<file path="src/rtl/int2flt_seq.sv">
// Multi-cycle integer to floating-point converter with start/done handshake.
// Normalises by one bit per cycle, then rounds (nearest-even or truncate) and saturates.

module int2flt_seq #(
   parameter int unsigned INT_W = 16,
   parameter int unsigned EXP_W = 5,
   parameter int unsigned MAN_W = 10,
   parameter int unsigned BIAS  = 15
) (
   input  logic                   Clk,
   input  logic                   Reset,
   input  logic                   Start,
   input  logic                   Sgn,
   input  logic                   Rnd,
   input  logic [INT_W-1:0]       Int_in,
   output logic [EXP_W+MAN_W:0]   Flt,
   output logic                   Done,
   output logic                   Busy,
   output logic                   Ovf
);

   localparam int unsigned XW = INT_W + MAN_W;
   localparam logic [EXP_W-1:0] EXP_TOP = EXP_W'(BIAS + INT_W - 1);
   localparam logic [EXP_W-1:0] EXP_SAT = EXP_W'((2 ** EXP_W) - 2);

   if (BIAS + INT_W - 1 > (2 ** EXP_W) - 2) begin : g_bias_check
      $error("int2flt_seq: BIAS+INT_W-1 exceeds the largest finite exponent");
   end
   if (INT_W < 2) begin : g_width_check
      $error("int2flt_seq: INT_W must be at least 2");
   end

   typedef enum logic [1:0] {
      StIdle,
      StNorm,
      StRound,
      StDone
   } state_e;

   state_e                 state_q, state_d;
   logic                   sign_q, sign_d;
   logic                   rnd_q, rnd_d;
   logic [INT_W-1:0]       mag_q, mag_d;
   logic [EXP_W-1:0]       exp_q, exp_d;
   logic [EXP_W+MAN_W:0]   flt_q, flt_d;
   logic                   ovf_q, ovf_d;

   // Fraction bits below the leading one, padded so guard and sticky always exist.
   logic [XW-1:0]          ext;
   logic [MAN_W-1:0]       man;
   logic                   guard;
   logic                   sticky;
   logic                   round_up;
   logic [MAN_W:0]         man_sum;
   logic [EXP_W-1:0]       exp_rnd;

   always_ff @(posedge Clk or negedge Reset) begin
      if (!Reset) begin
         state_q <= StIdle;
         sign_q  <= 1'b0;
         rnd_q   <= 1'b0;
         mag_q   <= '0;
         exp_q   <= '0;
         flt_q   <= '0;
         ovf_q   <= 1'b0;
      end else begin
         state_q <= state_d;
         sign_q  <= sign_d;
         rnd_q   <= rnd_d;
         mag_q   <= mag_d;
         exp_q   <= exp_d;
         flt_q   <= flt_d;
         ovf_q   <= ovf_d;
      end
   end

   always_comb begin
      state_d = state_q;
      sign_d  = sign_q;
      rnd_d   = rnd_q;
      mag_d   = mag_q;
      exp_d   = exp_q;
      flt_d   = flt_q;
      ovf_d   = ovf_q;

      ext      = {mag_q[INT_W-2:0], {(MAN_W+1){1'b0}}};
      man      = ext[XW-1 -: MAN_W];
      guard    = ext[XW-1-MAN_W];
      sticky   = |ext[XW-2-MAN_W:0];
      round_up = ~rnd_q & guard & (man[0] | sticky);
      man_sum  = {1'b0, man} + {{MAN_W{1'b0}}, round_up};
      exp_rnd  = exp_q + {{(EXP_W-1){1'b0}}, man_sum[MAN_W]};

      case (state_q)
         StIdle: begin
            if (Start) begin
               sign_d = Sgn & Int_in[INT_W-1];
               // Negating the most negative value wraps to the correct unsigned magnitude.
               mag_d  = sign_d ? (~Int_in + INT_W'(1)) : Int_in;
               exp_d  = EXP_TOP;
               rnd_d  = Rnd;
               if (Int_in == '0) begin
                  flt_d   = '0;
                  ovf_d   = 1'b0;
                  state_d = StDone;
               end else begin
                  state_d = StNorm;
               end
            end
         end
         StNorm: begin
            if (!mag_q[INT_W-1]) begin
               mag_d = mag_q << 1;
               exp_d = exp_q - EXP_W'(1);
            end else begin
               state_d = StRound;
            end
         end
         StRound: begin
            if (exp_rnd == '1) begin
               flt_d = {sign_q, EXP_SAT, {MAN_W{1'b1}}};
               ovf_d = 1'b1;
            end else begin
               flt_d = {sign_q, exp_rnd, man_sum[MAN_W-1:0]};
               ovf_d = 1'b0;
            end
            state_d = StDone;
         end
         StDone: begin
            state_d = StIdle;
         end
         default: begin
            state_d = StIdle;
         end
      endcase
   end

   assign Flt  = flt_q;
   assign Ovf  = ovf_q;
   assign Done = (state_q == StDone);
   assign Busy = (state_q != StIdle);

endmodule

</file>
<file path="config.mk">
export PLATFORM = sky130hd
export DESIGN_NAME = int2flt_seq
export DESIGN_NICKNAME = d
export VERILOG_FILES = /design/src/rtl/int2flt_seq.sv
export SDC_FILE = /design/constraint.sdc
export NUM_CORES = 1
export LEC_CHECK = 0
export CAP_MARGIN = 10
export CORE_MARGIN = 3
export CORE_UTILIZATION = 49
export CTS_CLUSTER_SIZE = 10
export DETAILED_ROUTE_END_ITERATION = 10
export PLACE_DENSITY = 0.75
export SKIP_CTS_REPAIR_TIMING = 1
export SYNTH_ARGS = -nofsm -noshare
export SYNTH_HDL_FRONTEND = slang
export SYNTH_SLANG_ARGS = --single-unit
</file>
<file path="constraint.sdc">
create_clock -name Clk -period 2.5 [get_ports Clk]
set_clock_uncertainty 0.1 [all_clocks]
set_input_delay 0.375 -clock Clk [delete_from_list [all_inputs] [get_ports Clk]]
set_output_delay 0.375 -clock Clk [all_outputs]
set_load 0.005 [all_outputs]
</file>
---- Word level (Yosys, flattened, before mapping) ----
Cells that the tools add are included.
storage, ports and cells
  logic and storage cells ................. 56
  output and inout port bits .............. 19
  bits in registers ....................... 42
operators by class
  bitwise operators ....................... 6
  reductions and logical operators ........ 11
  eq/ne operators ......................... 8
  multiplexer cells ....................... 19
  $add $sub $neg .......................... 4
operator list
  cell                                               number
  2-to-1 mux 16 bit                                  5
  case mux 16 bit (2 select lines)                   2
  adder 16 x 1 -> 16 bit (second input constant)     1
  zero test 16 bit                                   1
  inverter 16 bit                                    1
  2-to-1 mux 15 bit                                  1
  adder 10 x 1 -> 11 bit                             1
  2-to-1 mux 5 bit                                   2
  case mux 5 bit (2 select lines)                    1
  inequality test 2 bit (second input constant)      4
  case mux 2 bit (4 select lines)                    1
  2-to-1 mux 2 bit                                   3
  AND reduction 2 bit                                3
  AND reduction 3 bit                                2
  nonzero test 2 bit                                 3
  adder 5 x 1 -> 5 bit                               1
  == test 5 bit (second input constant)              1
  subtractor 5 x 1 -> 5 bit (second input constant)  1
  == test 2 bit (second input constant)              2
  OR reduction 4 bit                                 1
  AND 1 bit                                          3
  2-to-1 mux 1 bit                                   3
  == test 2 x 1 -> 1 bit (second input constant)     1
  zero test 2 bit                                    1
  3 further kinds                                    3

---- Longest topological paths before layout ----
Gate-level depths: netlist (run 1).
  word-level depth ........................ 8
  gate-level depth with buffers ........... 11
  depth with buffers taken out ............ 10

---- Worst setup path before layout (run 1) ----
Ideal clock, no wire load.
  path kind ............................... flip-flop to flip-flop
  start ................................... register rnd_q
  end ..................................... register flt_q[0] (netlist: Flt[0])
  stages on the path, launching flop included .. 12
  path buffers ............................ 1
  library setup time ...................... 83 ps
  data arrival time ....................... 2350 ps
  period minus slack after synthesis ...... 2533 ps
  slack ................................... -33 ps
  cells stage by stage .................... dfrtp_1 and3b_1 ha_1 nand4_1 nor4_1 ha_1 nand3_1 xor2_1 nor3_1 clkbuf_1 o21ai_0 o21ai_0
between the ends
  word-level cells in the longest chain between the ends .. 8
ends and longest elaborated chain
  what                                RTL line  source
  from (decl)                         42        logic rnd_q, rnd_d;
  from (signal assigned)              69        rnd_q <= rnd_d;
  inverter 1 bit *                    90        round_up = ~rnd_q & guard & (man[0] | sticky);
  AND 1 bit * (2 in series)           90
  adder 10 x 1 -> 11 bit *            91        man_sum = {1'b0, man} + {{MAN_W{1'b0}}, round_up};
  adder 5 x 1 -> 5 bit                92        exp_rnd = exp_q + {{(EXP_W-1){1'b0}}, man_sum[MAN_W]};
  == test 5 bit                       120       if (exp_rnd == '1) begin
  2-to-1 mux 15 bit *                 120
  case mux 16 bit (2 select lines) *  94        case (state_q)
  to (signal assigned)                72        flt_q <= flt_d;
  to (decl)                           45        logic [EXP_W+MAN_W:0] flt_q, flt_d;
Mark *: on every way between the ends. The rest lies on a longest branch, timed or not.
A chain may end at the register's enable or synchronous reset.

---- Worst setup path in the final report (run 1) ----
  start ................................... register rnd_q
  end ..................................... register flt_q[10] (netlist: Flt[10])
between the ends
  word-level cells in the longest chain between the ends .. 8
ends and longest elaborated chain
  what                                RTL line
  inverter 1 bit *                    90
  AND 1 bit * (2 in series)           90
  adder 10 x 1 -> 11 bit *            91
  adder 5 x 1 -> 5 bit *              92
  == test 5 bit                       120
  2-to-1 mux 15 bit *                 120
  case mux 16 bit (2 select lines) *  94
Marked as above.

==> results of run 1 <==
power breakdown:
part	switching (uW)	total [uW]	internal, uW
clock	225	545	319
sequential	266	1250	985
combinational	1140	2170	1030
total	1630	3970	2340
area by class of cell:
cell class / count / area [sq um]
Multi-Input combinational cell: 240 / 1520
Tap cell: 67 / 83.8
Clock buffer: 6 / 82.6
Timing Repair Buffer: 67 / 606
Clock inverter: 1 / 30.0
Fill cell: 441 / 1530
Sequential cell: 42 / 1050
Inverter: 10 / 37.5
flip-flops by register name (all words and copies together) (netlist names):
signal   count
sign_q       1
mag_q       16
Flt         16
rnd_q        1
state_q      2
exp_q        5
Ovf          1
routing by layer:
layer / vias to the layer above / part of all wire (%) / track usage (%)
li1: 1206 / - / -
met1: 1105 / 44 / 25.7
met2: 62 / 50 / 38.0
met3: 8 / 4.9 / 3.74
met4: 0 / 1.4 / 6.19
met5: - / 0 / 0
cell families after synthesis:
kind of cell / after synthesis / synth area share, %
multiplexers: 5 / 1.97
adder cells (fa/ha/maj): 10 / 4.79
AND/OR/NAND/NOR: 116 / 21.7
buffers and inverters: 26 / 3.74
AO/OA/AOI/OAI: 87 / 20.2
XOR/XNOR: 22 / 7.38
flip-flops: 42 / 40.3
synth_stat cells (all sizes together) (5+ instances only):
master	number	area (sq um)
nor4	5	31.3
nand3	9	45.0
o21ai	37	185
nor2	28	105
a21oi	18	90.1
a31oi	5	31.3
nand2b	5	31.3
inv	10	37.5
nor3	7	35.0
xor2	9	78.8
ha	10	125
xnor2	13	114
nand2	41	154
clkbuf	16	60.1
dfrtp	42	1050
o21a	5	37.5
worst max-delay path, delay by kind of cell (launching register included):
kind | cells | cell delay, ns
simple gates | 5 | 0.69
buf+inv | 2 | 0.29
flops | 1 | 0.38
compound gates | 1 | 0.19
fa+ha+maj | 3 | 0.71
per-stage QoR:
step                utilization (%)  worst slack [ns]  instances
finish                         69.0            0.0595        433
global route                   69.0           -0.0154        433
CTS                            67.5            -0.125        430
detailed placement             65.3            -0.105        423
global placement               65.3           -0.0701        423
floorplan                         -            0.0444        308
worst min path at each step:
stage	start	endpoint	slack (ns)	depth (start not counted)
2_1_floorplan	Reset	Flt[0]	-0.02	0
3_3_place_gp	Flt[4]	Flt[4]	0.36	2
3_5_place_dp	Flt[1]	Flt[1]	0.37	2
4_1_cts	Reset	Flt[1]	0.14	1
5_1_grt	Reset	Flt[1]	0.19	1
6_report	Reset	Flt[7]	0.11	1
==> impl_metrics.tcl, run 1 <==
set metrics [dict create \
    hp-class "input pin to asynchronous set/reset pin" \
    reg2reg_slack_ns 0.06 \
    root_buffer "clkbuf_8" \
    gp_congestion 0.858 \
    die_h_microns 79.0 \
    area_growth_pct 30.6 \
    synth_edf_count 0 \
    maxCapViolCount 0 \
    grt_overflow 0 \
    insertion_delay_ns 0.29 \
    syn_area_sq_um 2610 \
    period_minus_slack_ns 2.44 \
    synth.ff_latch_count 42 \
    power_uw 3970 \
    p_per_area_nw_per_um2 1160 \
    fmax_ghz 0.410 \
    async_flop_share_pct 100 \
    r2r_cells 11 \
    slowest_delay_ns 0.38 \
    cts_made_buffers 5 \
    setup.worst_path.class "flip-flop to flip-flop" \
    vdd_drop_max_uv 452 \
    htreeDepth 2 \
    fin_tns_setup_ns 0 \
    path_common_cell "ha_2" \
    cts_tree "built" \
    leakage_uw 0.00143 \
    path_cells "and3b_1 -> ha_2 -> nand4_1 -> nor4_2 -> ha_2 -> ha_2 -> nand3_2 -> nor3_4 -> buf_2 -> buf_4 -> o31ai_2" \
    antennaDiodeCount 0 \
    critPathArrivalTime_ns 2.55 \
    design.die.area_sq_um 6240 \
    core-area_sq_um 4940 \
    setup_viol 0 \
    numPortBuffers 39 \
    num_vias 2381 \
    hpwl_microns 4670 \
    status "finished, final reports clean" \
    synthCells 308 \
    cp-end-kind "flip-flop" \
    rsz0062_at_grt "true" \
    yosysWarnings 0 \
    grt_pass1_wl_microns 10500 \
    critPathSlowestCell "dfrtp_1" \
    cp-start-kind "flip-flop" \
    row_count 25 \
    wl_per_cell_microns 14.3 \
    finalHoldViolCount 0 \
    slew_headroom_pct 38.9 \
    pin_count 40 \
    syn_avg_cell_area_sq_um 8.47 \
    synth_fp_nets 339 \
    num-nets-final 397 \
    clock_sinks 42 \
    cp.required_ns 2.61 \
    grt_pass1_vias 2362 \
    finalMaxSlewViolations 0 \
    rr_startpoint "rnd_q" \
    initialDrtViolationCount 119 \
    wirelength_microns 6180 \
    synth-seq-area-share_pct 40.3 \
    final_area_sq_um 3410 \
    fin_crit_sh_pct 97.6 \
    drtAntennaViolNets 0 \
    whs_ns 0.111 \
    r2r-end "Flt[10]" \
    antenna_found_initial 0 \
    vias_per_cell 5.50 \
    start_util_pct 52.8 \
    clk_pin_slew_ns 0.08 \
    grt_use_total_pct 21.1 \
    worst_slew_pin_slew_ns 0.916 \
    crit_fanout 5 \
    drt_pass1_iterations 4 \
    synth_cell_types 46 \
    die_x_microns 79.0 \
    drc 0 \
    final_common_cell "dfrtp_1" \
    drive_gt1_share_pct 13.9 \
    clockBufferDepth 2 \
    synth_flop_cell "dfrtp_1" \
    place_area_sq_um 3230 \
    crit_path_start "rnd_q" \
    critPathCapture "Flt[10]" \
    final_cell_mix "dfrtp_1, nand2_1, clkdlybuf4s50_1" \
    grt_max_degree 43 \
]
(Power assumes the default switching activity.)
==> run 2: changes to the inputs <==
--- a/config.mk
+++ b/config.mk
@@ -5,12 +5,14 @@
 export SDC_FILE = /design/constraint.sdc
 export NUM_CORES = 1
 export LEC_CHECK = 0
+export ABC_CLOCK_PERIOD_IN_PS = 2500
 export CAP_MARGIN = 10
 export CORE_MARGIN = 3
 export CORE_UTILIZATION = 49
 export CTS_CLUSTER_SIZE = 10
 export DETAILED_ROUTE_END_ITERATION = 10
 export PLACE_DENSITY = 0.75
+export RECOVER_POWER = 100
 export SKIP_CTS_REPAIR_TIMING = 1
 export SYNTH_ARGS = -nofsm -noshare
 export SYNTH_HDL_FRONTEND = slang
==> run 2 against run 1 <==
Effect of this change:
- combinational power fell by 3%
- first-iteration DRC count rose by 0.84%
- register-to-register slack barely moved
- flip-flop and latch count did not move
- critical path type unchanged
- via count rose by 0.50%
- wire length fell by 0.52%
- final area fell by 0.51%
- worst hold slack improved by 0.037 ns
==> impl_metrics.tcl, run 2 (synthesis results as in run 1) <==
set metrics [dict create \
    vias_per_cell 5.53 \
    initialDrtViolationCount 120 \
    p_clk_share_pct 13.9 \
    critPathArrivalTime_ns 2.55 \
    htreeDepth 2 \
    final_common_cell "dfrtp_1" \
    pin_count 40 \
    r2r_cells 11 \
    internal-power_uw 2280 \
    status "finished, final reports clean" \
    fin_crit_sh_pct 97.7 \
    cp-end-kind "flip-flop" \
    area_growth_pct 29.9 \
    final_area_sq_um 3390 \
    gp_congestion 0.858 \
    vdd_drop_max_uv 451 \
    power.share.sequential_pct 32.0 \
    clock_sinks 42 \
    hpwl_microns 4670 \
    numPortBuffers 39 \
    core-area_sq_um 4940 \
    row_count 25 \
    antenna_found_initial 0 \
    cts_made_buffers 5 \
    drt_pass1_iterations 5 \
    clockBufferDepth 2 \
    cp.required_ns 2.61 \
    worst_slew_pin_slew_ns 1.03 \
    clk_pin_slew_ns 0.08 \
    pwr-share-comb_pct 54.1 \
    final_cell_mix "dfrtp_1, nand2_1, o21ai_0" \
    place_area_sq_um 3230 \
    grt_pass1_wl_microns 10500 \
    slew_headroom_pct 31.5 \
    crit_fanout 5 \
    setup_viol 0 \
    cts_tree "built" \
    grt_overflow 0 \
    grt_max_degree 43 \
    wl_per_cell_microns 14.2 \
    leakage_uw 0.00147 \
    rsz0062_at_grt "true" \
    drtAntennaViolNets 0 \
    num-nets-final 397 \
    die_h_microns 79.0 \
    grt_pass1_vias 2362 \
    insertion_delay_ns 0.29 \
    fillers 445 \
    design.die.area_sq_um 6240 \
    switching_power_uw 1620 \
    grt_use_total_pct 21.1 \
    fmax_ghz 0.409 \
    drc 0 \
    power_uw 3900 \
    wirelength_microns 6150 \
    finalHoldViolCount 0 \
    maxCapViolCount 0 \
    antennaDiodeCount 0 \
    finalMaxSlewViolations 0 \
    die_x_microns 79.0 \
    p_per_area_nw_per_um2 1150 \
    hp-class "input pin to asynchronous set/reset pin" \
    start_util_pct 52.8 \
    cp-start-kind "flip-flop" \
    period_minus_slack_ns 2.44 \
    setup.worst_path.class "flip-flop to flip-flop" \
    p_sw_share_pct 41.5 \
    root_buffer "clkbuf_8" \
    num_vias 2393 \
    drive_gt1_share_pct 13.1 \
]
## run 2: final cells by class
| cell class | instances | area [sq um] | share of cell area (%) |
|---|---|---|---|
| Multi-Input combinational cell | 240 | 1510 | 44.5 |
| Sequential cell | 42 | 1050 | 31.0 |
| Timing Repair Buffer | 67 | 596 | 17.6 |
| Tap cell | 67 | 83.8 | 2.47 |
| Clock buffer | 6 | 82.6 | 2.44 |
| Inverter | 10 | 37.5 | 1.11 |
| Clock inverter | 1 | 30.0 | 0.886 |
## run 2: power by group through the flow
stage | clock, uW | sequential [uW] | combinational, uW
detailed placement | 0 | 1260 | 2070
CTS | 551 | 1240 | 2090
global route | 586 | 1280 | 2370
floorplan | 0 | 1200 | 1290
global placement | 0 | 1240 | 2020
finish | 543 | 1250 | 2110
## run 2: per-layer routing
layer	track usage [%]	wire length, microns	vias up
li1	-	-	1207
met1	25.7	2650	1110
met2	38.0	3030	68
met3	3.74	370	8
met4	6.19	93	0
met5	0	0	-
## run 2: through the flow
step / instances / setup TNS (ns) / util, % / setup WS, ns / hold slack (ns)
3_3_place_gp: 423 / -0.497 / 65.3 / -0.0701 / 0.363
3_5_place_dp: 423 / -0.896 / 65.3 / -0.105 / 0.370
5_1_grt: 433 / -0.0675 / 68.6 / -0.0154 / 0.234
2_1_floorplan: 308 / 0 / - / 0.0444 / -0.0206
4_1_cts: 430 / -1.04 / 67.5 / -0.125 / 0.141
6_report: 433 / 0 / 68.6 / 0.0572 / 0.148
## run 2: critical path, stage by stage (launching register included)
cell and delay [ns]:
dfrtp_1 0.38, and3b_1 0.23, ha_2 0.18, nand4_1 0.11, nor4_2 0.21, ha_2 0.24
ha_2 0.29, nand3_2 0.09, nor3_4 0.05, buf_2 0.15, buf_4 0.14, o31ai_2 0.19
## run 2: path summary, 6_finish.rpt
check | startpoint | endpoint | slack (ns)
worst max-delay path | rnd_q | Flt[10] | 0.06
min in group Clk | Flt[9] | Flt[9] | 0.38
worst max register to register | rnd_q | Flt[10] | 0.06
worst min-delay path | Reset | Flt[7] | 0.15
max in group asynchronous | Reset | exp_q[1] | 1.52
worst min register to register | Flt[9] | Flt[9] | 0.38
==> RTL edit 1 (config.mk and constraints of run 1) <==
The parameter `MAN_W` goes from 10 to 20.
--- a/src/rtl/int2flt_seq.sv
+++ b/src/rtl/int2flt_seq.sv
@@ -5,5 +5,5 @@
    parameter int unsigned INT_W = 16,
    parameter int unsigned EXP_W = 5,
-   parameter int unsigned MAN_W = 10,
+   parameter int unsigned MAN_W = 20,
    parameter int unsigned BIAS  = 15
 ) (
Ports: changed (resized Flt); port bits go from 40 to 50. The function was not compared with the original's and may differ.
==> RTL edit 1 against run 1 <==
Synthesized area is 0.62% higher. Routed wire length is 4.0% higher. Sequential share of layout area is 3.4 points higher. Total power is 1.7% lower. Hold slack worse by 58 ps. Count of clock-buffer cells in the layout is 1 higher. Sequential cell count is 4 higher. Setup slack better by 220 ps. Design area is 1.4% lower. Clock power is 7.9% lower. Critical path type is now reg -> out. Largest cell class unchanged.
==> RTL edit 1: results (changes against run 1) <==
Yosys cell types=53 (+15%); Tcrit/Tclk final=88.84% (-8.8 points); placed inst area=3257 sq um (+0.97%); Synth Cell Area=2626 sq um (+0.62%); post-synthesis sequential area ratio=43.83% (+3.6 points); met2 WL=3.127 mm (+2.1%); combined area of the multi-input logic cells=1336 sq um (-12%); largest net degree at the start of global routing=47 (+9.3%); Detailed Place HPWL=4.764 mm (+2.1%); r2r setup slk=440 ps (+380 ps); placed cells=393 (-7.1%); Worst-Margin Slew=636.7 ps (-279.6 ps); M2 GR Usage=34.51% (-3.5 points); Worst R2R End=mag_q[8]$_DFFE_PN0P_; highest-delay cell along the critical path=clkdlybuf4s50_1; power density over the cells=1160 nW/um^2 (-0.36%); crit-path max FO=10 (+5); final wirelength=6.424 mm (+4.0%); status=complete, no violations; Via Count=2308 (-3.1%); first-pass GRT wire length=10.75 mm (+2.0%); filler instances=464 (+5.2%); met3 WL=309 um (+2.3%); Comb power frac=52.3% (-2.5 points); ranking of synthesized cells by area=dfrtp_1 44%, o2bb2ai_1 5.3%, ha_1 3.8%
## RTL edit 1: cell count changes in the layout (fill, tap and decap cells not counted), moves of 4 or more
cell,delta
o21ai_1,-8
dfrtp_1,+4
o2bb2ai_1,+16
o21a_1,-4
o221ai_1,+4
a22o_1,+7
xor2_1,-4
clkdlybuf4s50_1,+9
nand2_1,-20
o21ai_0,-18
buf_4,-4
## RTL edit 1: cell families after synthesis
logic type	count (synthesis)	share of synthesized area [%]
mux	5	1.953
flops	46	43.83
compound gates	80	22.49
simple gates	90	18.29
buf+inv	30	5.288
xor+xnor	13	4.335
fa+ha+maj	8	3.811
## RTL edit 1: layout make-up
cell class	count	area share [%]
clock buffers	7	2.866
clock inverters	1	0.2605
inverters	11	1.228
multi-input cells	196	39.75
flip-flops and latches	46	34.24
well taps	70	2.605
repair buffers	70	19.05
==> RTL edit 2 (flow settings as in run 1) <==
Made on the original files. Add an input register stage for `Start`, `Sgn`, `Rnd` and `Int_in`, with the module's reset; this delays them by one clock.
--- a/src/rtl/int2flt_seq.sv
+++ b/src/rtl/int2flt_seq.sv
@@ -23,4 +23,23 @@
    localparam logic [EXP_W-1:0] EXP_TOP = EXP_W'(BIAS + INT_W - 1);
    localparam logic [EXP_W-1:0] EXP_SAT = EXP_W'((2 ** EXP_W) - 2);
+
+   logic Start_q;
+   logic Sgn_q;
+   logic Rnd_q;
+   logic [INT_W-1:0] Int_q;
+
+   always_ff @(posedge Clk or negedge Reset) begin
+      if (!Reset) begin
+         Start_q <= '0;
+         Sgn_q   <= '0;
+         Rnd_q   <= '0;
+         Int_q   <= '0;
+      end else begin
+         Start_q <= Start;
+         Sgn_q   <= Sgn;
+         Rnd_q   <= Rnd;
+         Int_q   <= Int_in;
+      end
+   end
 
    if (BIAS + INT_W - 1 > (2 ** EXP_W) - 2) begin : g_bias_check
@@ -94,11 +113,11 @@
       case (state_q)
          StIdle: begin
-            if (Start) begin
-               sign_d = Sgn & Int_in[INT_W-1];
+            if (Start_q) begin
+               sign_d = Sgn_q & Int_q[INT_W-1];
                // Negating the most negative value wraps to the correct unsigned magnitude.
-               mag_d  = sign_d ? (~Int_in + INT_W'(1)) : Int_in;
+               mag_d  = sign_d ? (~Int_q + INT_W'(1)) : Int_q;
                exp_d  = EXP_TOP;
-               rnd_d  = Rnd;
-               if (Int_in == '0) begin
+               rnd_d  = Rnd_q;
+               if (Int_q == '0) begin
                   flt_d   = '0;
                   ovf_d   = 1'b0;
Check against the original RTL: not equivalent (a bounded check fails within 4 cycles, from zero or initial values and one cycle with Reset low).
==> RTL edit 2 against run 1 <==
Synthesized area rose by 18%. Utilization fell by 5.3 points. Design area rose by 12%. Total power rose by 3.5%. First-iteration DRC count rose by 15%. Hold slack improved by 250 ps. Critical path type unchanged. Via count rose by 2.6%. Routed wire length rose by 6.7%. Setup slack improved by 29 ps. Sequential cell count rose by 19. Highest routed layer unchanged. Maximum frequency rose by 1.2%.
==> RTL edit 2: results (changes against run 1) <==
Pleak=1.653 nW (+16%); IO Port Bufs=39 (unchanged); max incr delay on CP=410 ps (+30 ps); crit-path leading delay family=simple AND/OR/NAND/NOR gates; post-synthesis sequential area ratio=49.65% (+9.4 points); status=complete, no violations; worst vdd ir=0.0006358 V (+41%); post-layout util=63.70% (-5.3 points); # nets final=396 (-0.25%); r2r setup slk=90 ps (+30 ps); type of the tightest min-delay check=reg -> reg; filler instances=488 (+11%); share of cells above drive strength 1=14.09% (+0.16 points); Detailed Place HPWL=4.822 mm (+3.3%); First DRT Iteration DRCs=137 (+15%); clock group power=0.000787 W (+44%); crit-path max FO=4 (-1); placed inst area=3583 sq um (+11%); Clock transition at path regs=60 ps (-20 ps); CTS buffer count=9 (+4); Yosys cell types=45 (-2.2%); Commonest cells post-synth=61 x dfrtp_1, 50 x nand2_1, 18 x o21ai_0; Net Switching=0.001532 W (-5.9%); DR WL/cell=14.85 um (+4.0%); Max-slew headroom=47.57% (+8.7 points); placed cells=428 (+1.2%); vias in the first global route=2413 (+2.2%); GPL Wtd Cong=0.8307 (-3.1%); ranking of synthesized cells by area=dfrtp_1 50%, nand2_1 6.1%, xnor2_1 4.8%; pre-CTS WS=65.68 ps (+171.1 ps); H-tree levels=3 (+1); highest-delay cell along the critical path=or3_4; Startpoint Class=register; syn nets=346 (+2.1%); Synth Instances=315 (+2.3%); Seq power=0.00161 W (+29%); clk_lat worst skew=340 ps (+50 ps); first-pass GRT wire length=11.18 mm (+6.0%); final wirelength=6.592 mm (+6.7%); routed vias/inst=5.505 (+0.10%)
-- RTL edit 2: cell count changes after synthesis, sizes merged, moves of 5 or more --
cell           run 1  this run
dfrtp             42        61
nor2              28        15
nand2             41        50
nor3               7        12
o21ai             37        25
a22o               1         8
clkbuf            16         8
nand3              9        14
-- RTL edit 2: routing by layer --
metal  global-route usage [%]  part of all wire [%]  vias up
met3                    3.398                   5.6       12
met2                    32.42                    48       84
met1                    25.06                    44     1144
met5                        0                     0        -
met4                    10.94                   2.1        0
li1                         -                     -     1204
-- RTL edit 2: layout make-up --
type	count	share of cell area, %
tap	75	2.459
multi-input combinational	229	39.08
clock inverter	1	0.1311
sequential	61	40.00
clock buffer	14	4.525
inverter	13	1.279
timing repair buffer	51	12.52
-- RTL edit 2: kinds of logic after synthesis --
family | share of synthesized area (%)
simple gates | 19.17
xor+xnor | 7.407
flops | 49.65
mux | 1.424
compound gates | 14.77
fa+ha+maj | 4.070
buf+inv | 3.500
